**config.mk**
```make
export PLATFORM = sky130hd
export DESIGN_NAME = washer_timer
export DESIGN_NICKNAME = d
export VERILOG_FILES = /design/src/rtl/washer_timer.sv
export SDC_FILE = /design/constraint.sdc
export NUM_CORES = 1
export LEC_CHECK = 0
export ABC_AREA = 1
export CORE_AREA = 2 2 39 41
export CTS_BUF_LIST = sky130_fd_sc_hd__clkbuf_2
export CTS_CLUSTER_SIZE = 20
export DETAILED_ROUTE_END_ITERATION = 10
export DIE_AREA = 0 0 41 43
export SLEW_MARGIN = 15
export SYNTH_ARGS = -nofsm -noshare
export SYNTH_HDL_FRONTEND = slang
export SYNTH_SLANG_ARGS = --single-unit
```
**constraint.sdc**
```tcl
create_clock -name clk -period 2.25 [get_ports clk]
set_input_delay 0.45 -clock clk [delete_from_list [all_inputs] [get_ports clk]]
set_output_delay 0.45 -clock clk [all_outputs]
set_load 0.03 [all_outputs]
```
**src/rtl/washer_timer.sv**
```systemverilog
`default_nettype none
// ---------------------------------------------------------------------------
// washer_timer : saturating up-counter, clear has priority over run
// Revision     : 1.0
// ---------------------------------------------------------------------------
module washer_timer #(
  parameter int W     = 3,
  parameter int LIMIT = 6
) (
  input  logic clk,
  input  logic reset,
  input  logic run_i,
  input  logic clr_i,
  output logic expired_o
);

  localparam logic [W-1:0] C_LIMIT = W'(LIMIT);

  logic [W-1:0] cnt_q;
  logic [W-1:0] cnt_d;

  always_comb begin
    cnt_d = cnt_q;
    if (clr_i) begin
      cnt_d = '0;
    end else if (run_i && (cnt_q != C_LIMIT)) begin
      cnt_d = cnt_q + W'(1);
    end
  end

  always_ff @(posedge clk or posedge reset) begin
    if (reset) begin
      cnt_q <= '0;
    end else begin
      cnt_q <= cnt_d;
    end
  end

  assign expired_o = (cnt_q == C_LIMIT);

endmodule
`default_nettype wire

```
==> After elaboration in Yosys (flattened, before gate mapping) <==
Cells that the tools add are included.
{ "op_classes": {"n_addsub": 1, "eq_ne": 2, "mux": 2, "reduce_logical": 2} }
{ "ops": {"columns": ["op", "count"], "rows": [
  ["3-bit two-way mux", 2],
  ["3-bit by 1-bit adder with 3-bit output (second input constant)", 1],
  ["3-bit == test (second input constant)", 1],
  ["3-bit != test (second input constant)", 1],
  ["2-bit nonzero test", 1],
  ["1-bit logical AND", 1]
]} }
{ "totals": {"regBits": 3, "input_bits": 4, "output_inout_bits": 1, "elab_cells": 8} }

==> Logic depth before layout (Yosys ltp) <==
Gate-level depths: netlist of the first run.
{ "depth": {"word_depth": 4, "depth_mapped": 6, "depth_no_buf": 6} }

==> Least setup slack after synthesis of the first run <==
No wires, ideal clock.
{ "synth_timing": {"path_kind": "flip-flop to output port", "from": "reg cnt_q[0]", "to": "out expired_o", "arrival_time_ns": 0.883, "required_ns": 1.800, "setup_slack_ns": 0.917, "path_stages_with_launch": 5, "path_buffers": 0, "cell_sequence": "dfrtp_1 -> inv_1 -> ha_1 -> nand2_2 -> inv_1"} }
{ "synth_between": {"elab_chain_cells": 1} }
{ "synth_lines": {"columns": ["item", "line", "source"], "rows": [
  ["from (decl)", "19", "logic [W-1:0] cnt_q;"],
  ["from (signal assigned)", "35", "cnt_q <= cnt_d;"],
  ["3-bit == test", "39", "assign expired_o = (cnt_q == C_LIMIT);"],
  ["to (decl)", "14", "output logic expired_o"]
]} }
Every way passes these cells.

==> Worst setup path after layout of the first run <==
Same ends and word-level chain as after synthesis.

==> implementation parameters, run 1 <==
Parameter                              Value

Clocking
  Register clock-pin slew on the reported worst setup and hold paths    around 40 ps
  TritonCTS clock tree    done
  Number of sinks on the clock net    3
  Post-CTS Hold Fix Bufs    0
  Setup bufs post-CTS    0
  CTS Root Cell    clkbuf_2
  Total clock buffers created by CTS    3
  H-Tree Depth    1
  Number of gates resized after CTS    0
  Bufs on Longest Clock Path    2
  Worst-Skew Late Latency    200 ps

STA
  Final cycle utilization of the critical path    93.1%
  Number of hold-slack violations in the final timing report    0
  Final setup violating endpoints    0
  Unrepaired setup endpoints after global routing    no
  Minimum clock period after layout    2100 ps
  Measured slew at the worst slew-check pin    299 ps
  Remaining max-slew budget at the tightest pin    80.0%
  Highest clock rate    approximately 0.48 GHz
  Final-layout worst hold slack    between 400 and 500 ps
  Clock Skews    1.77 ps
  Total Neg Setup Slack    0 ps
  Final Slew Violations    0

Place
  Final weighted congestion in routability-driven placement    0.621
  Number of placed cells counting well taps    46
  DP HPWL    267 um
  Port bufs    4

Logic synthesis
  Mux contribution to synthesized area    0%
  Adder and majority cell fraction of the synthesized area    about an eighth
  Synthesized-area fraction occupied by and/or/nand/nor cells    between 30% and 40%
  Post-Synthesis Net Count    32
  Post-synthesis register bit count    3
  Cell count after synthesis    26
  Post-synthesis compound-gate area fraction    0%
  Post-Syn Area    189 um2
  Largest cells by area after synthesis    dfrtp_1, inv_1, ha_1
  Number of library cell types mapped by synthesis    8
  Parity-gate share of the synthesized area counting xor and xnor cells    0%
  Fraction of synthesized cell area taken by the top area cell type    around 40%
  Area leader, netlist    dfrtp_1
  Main combinational cell family by area after synthesis    simple AND/OR/NAND/NOR gates
  Share of the yosys chip area belonging to registers    39.7%
  Post-synthesis average cell area    slightly above 7 um2
  Yosys warning total    0

Floorplanning
  Floorplan die height    43 um
  Row Count    14
  Die width    between 40 and 50 um
  Starting density of the core    13.7%
  Boundary pin count    5
  Std-Cell Core Area    1380 um2
  Full die area    1760 um2

Pwr
  VDD IR-drop max    73.8 uV
  Static Leak    0.000164 uW
  P per Cell Area    around 570 nW/um2

Final layout
  Largest register by flop count    cnt_q
  Number of flip-flops under the largest register name    3
  Footprint of the multi-input gates    a little under 90 um2
  Filler cell count    around 150
  Largest regs    cnt_q (3)
  Commonest non-fill, non-tap cell in the layout    inv_1
  Most frequent cells in the layout    inv_1, nand2_1, clkbuf_2, clkdlybuf4s50_1
  Fin cells    50
  Nets    41
  Share of post-route cells with drive strength above 1    14.7%
  Antenna Cells    0
  Area overhead of the layout relative to synthesis    42.4%
  Register area    75.1 um2

Min path
  Worst min-delay path category    in2async

Critical path
  Required time of the critical path    1800 ps
  Endpoint class of the critical path    output port
  Crit Reg-Reg Startpoint    cnt_q[0]
  Launch point of the worst path    cnt_q[0]
  Worst Setup Start Kind    register
  Path type of the worst setup path    reg2out
  Worst endpoint data arrival time    1650 ps
  Maximum fanout along the worst path    4
  Register-to-register path setup slack    about 1200 ps

GRT
  Vias in the first global route    159
  Total track usage    4.12%
  Pin count of the biggest net entering global routing    6
  First-pass GRT wire length    448 um
  Antenna violations before repair    0
  Leftover overflow at the end of global routing    0

Detailed routing
  Residual DRC count    0
  Routed vias    168
  Routed wire length    332 um
  Routed Antenna Nets    0
  Mean number of vias per cell    roughly 3.4
  Detail-routed net length per standard cell    approximately 6.6 um
  Router iterations before antenna repair    1
  Number of DRC violations after detailed-routing iteration 0    0

Outcome
  Result of the run    complete, no violations

Run
  Reported max-cap violation count    0
[cell usage after synthesis]
cell type and number:
nand4_1 2, nor2_1 3, nand2_1 6, dfrtp_1 3
inv_1 7, ha_1 2, nand3_1 2, nand2_2 1
[critical path: stages, from the launching register on]
cell	delay, ps
dfrtp_1	400
inv_1	90
ha_1	180
nand2_2	80
inv_1	50
clkdlybuf4s50_1	650
[logic make-up after synthesis]
logic type	count (synthesis)
and+or+nand+nor	14
buffers and inverters	7
DFF	3
adders and majority gates	2
[report_power, final]
group          internal (uW)  switching (uW)  total (uW)
Sequential              57.2            2.84        60.1
Clock                   46.9            27.5        74.5
Combinational           9.16            8.75        17.9
Total                    113            39.1         152
[final cells by class]
| cell class | instances | share of cell area (%) |
|---|---|---|
| Sequential cell | 3 | 27.9 |
| Clock buffer | 4 | 7.44 |
| Inverter | 7 | 9.77 |
| Timing Repair Buffer | 4 | 14.9 |
| Tap cell | 16 | 7.44 |
| Multi-Input combinational cell | 16 | 32.6 |
[per-stage QoR]
stage	setup slack [ps]	utilization (%)	power, uW	area (um2)
finish	155	19.4	152	269
detailed placement	369	18.0	79.0	249
CTS	144	19.4	156	269
global route	70.8	19.4	163	269
global placement	371	18.0	79.0	249
floorplan	917	-	70.6	189
[path summary, 6_finish.rpt]
kind	end	cells after the start
max	expired_o	5
min	cnt_q[1]	2
max reg2reg	cnt_q[1]	6
min reg2reg	cnt_q[0]	2
max in group asynchronous	cnt_q[2]	2
min in group clk	cnt_q[0]	2
[layer usage]
metal  global-route usage (%)  routed length, um  part of all wire [%]
met1                     2.25                136                    41
met2                     6.88                189                    57
met3                        0                  7                   2.1
met4                     8.00                  0                     0
met5                        0                  0                     0
No activity file was read; power rests on OpenSTA's default activity.
==> run 2: changes to the inputs <==
--- a/config.mk
+++ b/config.mk
@@ -11,6 +11,7 @@
 export CTS_CLUSTER_SIZE = 20
 export DETAILED_ROUTE_END_ITERATION = 10
 export DIE_AREA = 0 0 41 43
+export SKIP_LAST_GASP = 1
 export SLEW_MARGIN = 15
 export SYNTH_ARGS = -nofsm -noshare
 export SYNTH_HDL_FRONTEND = slang
==> constraint.sdc (replaced) <==
create_clock -name clk -period 2.25 [get_ports clk]
set_input_delay 0.3375 -clock clk [delete_from_list [all_inputs] [get_ports clk]]
set_output_delay 0.3375 -clock clk [all_outputs]
set_load 0.03 [all_outputs]
==> implementation parameters, run 2 (synthesis gave the netlist of run 1 again) <==
Parameter                              Value

GRT
  Busiest metal layer after global routing    met4
  Total track usage    4.92%
  Vias in the first global route    174
  M2 GR Usage    approximately 7.5%
  Met3 capacity usage during global routing    0%
  GR Layer Usage met1    4.18%
  Pin count of the biggest net entering global routing    6
  Leftover overflow at the end of global routing    0
  First-pass GRT wire length    545 um
  Antenna violations before repair    0

Pwr
  Static Leak    0.000164 uW
  Power share of the combinational group    11.8%
  P per Cell Area    567 nW/um2
  Switching part of the total    about a quarter
  Power Internal    113 uW
  Part of the power in registers    39.3%
  Part of the total power dissipated in the clock network    about half
  VDD IR-drop max    69.4 uV
  Net switching power    39.3 uW

Floorplanning
  Floorplan die height    43 um
  Full die area    1760 um2
  Row Count    14
  Boundary pin count    5
  Starting density of the core    between 10% and 20%
  Die width    41 um
  Std-Cell Core Area    1380 um2

Final layout
  Most frequent cells in the layout    inv_1, nand2_1, clkbuf_2, clkdlybuf4s50_1
  Largest regs    cnt_q (3)
  Largest register by flop count    cnt_q
  Area overhead of the layout relative to synthesis    42.4%
  Number of flip-flops under the largest register name    3
  Commonest non-fill, non-tap cell in the layout    inv_1
  Antenna Cells    0
  Nets    41
  Share of post-route cells with drive strength above 1    ~15%
  Post-route cell area    269 um2

STA
  Total Neg Setup Slack    0 ps
  Remaining max-slew budget at the tightest pin    79.9%
  Final cycle utilization of the critical path    a little under 90%
  Highest clock rate    between 0.5 and 0.6 GHz
  Final setup violating endpoints    0
  Minimum clock period after layout    1980 ps
  Measured slew at the worst slew-check pin    300 ps
  Unrepaired setup endpoints after global routing    no
  Number of hold-slack violations in the final timing report    0
  Clock Skews    between 1 and 1.5 ps
  Worst setup margin    between 200 and 300 ps
  Final Slew Violations    0

Critical path
  Chain of cells forming the critical path    inv_1 > ha_1 > nand2_2 > inv_1 > clkdlybuf4s50_1
  Worst endpoint data arrival time    1640 ps
  Count of buffer and inverter cells on the critical path    3
  Launch point of the worst path    cnt_q[0]
  Slowest cell on the critical path    clkdlybuf4s50_1
  Crit Reg-Reg Startpoint    cnt_q[0]
  Critical path's top delay family    buffers and inverters
  Worst Setup Start Kind    register
  Endpoint class of the critical path    output port
  Required time of the critical path    1910 ps
  Maximum fanout along the worst path    4
  Biggest cell delay along the critical path    650 ps
  Cell mode on critical path    inv_1
  Path type of the worst setup path    reg2out

Clocking
  Setup bufs post-CTS    0
  Worst-Skew Late Latency    200 ps
  Post-CTS Hold Fix Bufs    0
  H-Tree Depth    1
  Bufs on Longest Clock Path    2
  Number of gates resized after CTS    0
  Register clock-pin slew on the reported worst setup and hold paths    40 ps
  Total clock buffers created by CTS    3
  Number of sinks on the clock net    3
  TritonCTS clock tree    done
  CTS Root Cell    clkbuf_2

Outcome
  Result of the run    complete, no violations

Detailed routing
  Mean number of vias per cell    3.28
  Router iterations before antenna repair    1
  Routed wire length    between 300 and 400 um
  Routed Antenna Nets    0
  Routed vias    around 160
  Number of DRC violations after detailed-routing iteration 0    0
  Residual DRC count    0
  Detail-routed net length per standard cell    about 6.6 um

Place
  DP HPWL    roughly 260 um
  Final weighted congestion in routability-driven placement    0.645
  Port bufs    4
  Setup slack at placement    482 ps
  Placed Area    249 um2

Run
  Reported max-cap violation count    0

Min path
  Worst min-delay path category    in2async
## run 2: cell counts in the layout (fill, tap and decap cells not counted)
No cell type changed its count.
## run 2: worst reg2reg max path, stage by stage, from the launching register on
cell and delay [ps]:
dfrtp_1 360, inv_1 70, ha_1 220, nand2_2 100, nand2_1 70, nand3_1 70, nand2_1 50
## run 2: power by group through the flow
stage | Clock [uW] | Sequential (uW) | Combinational, uW
after floorplan | 0 | 60.0 | 10.6
after global placement | 0 | 60.4 | 18.5
after detailed placement | 0 | 60.6 | 18.2
after CTS | 78.2 | 59.9 | 18.3
after global routing | 83.5 | 60.1 | 21.1
final | 74.7 | 59.9 | 18.0
## run 2: path summary, 6_finish.rpt
kind | endpoint | depth (start not counted) | slack [ps]
worst max-delay path | expired_o | 5 | 270
worst min-delay path | cnt_q[1] | 2 | 310
worst max register to register | cnt_q[1] | 6 | 1200
worst min register to register | cnt_q[0] | 2 | 540
max in group asynchronous | cnt_q[2] | 2 | 1820
min in group clk | cnt_q[0] | 2 | 540
## run 2: metrics by stage
| step | utilization (%) | cells | power (uW) | hold slack (ps) |
|---|---|---|---|---|
| after floorplan | - | 26 | 70.6 | 91.1 |
| after global placement | 18.0 | 46 | 78.9 | 514 |
| after detailed placement | 18.0 | 46 | 78.9 | 517 |
| after CTS | 19.4 | 50 | 156 | 300 |
| after global routing | 19.4 | 50 | 165 | 304 |
| final | 19.4 | 50 | 153 | 305 |
## run 2: routing by layer
layer	part of all wire [%]	vias up	wire length [um]
li1	-	93	-
met1	41	69	135
met2	56	2	185
met3	2.4	0	8
met4	0	0	0
met5	0	-	0
## run 2: cell type report
class                   count  area [um2]
clock buffers               4        20.0
flip-flops and latches      3        75.1
inverters                   7        26.3
fillers                   158        1110
repair buffers              4        40.0
well taps                  16        20.0
multi-input cells          16        87.6
==> run 3: changes to the inputs <==
--- a/config.mk
+++ b/config.mk
@@ -11,6 +11,7 @@
 export CTS_CLUSTER_SIZE = 20
 export DETAILED_ROUTE_END_ITERATION = 10
 export DIE_AREA = 0 0 41 43
+export GPL_ROUTABILITY_DRIVEN = 0
 export SKIP_LAST_GASP = 1
 export SLEW_MARGIN = 15
 export SYNTH_ARGS = -nofsm -noshare
==> results of run 3 <==
The final DEF is identical to that of run 2; final timing and power are the same.
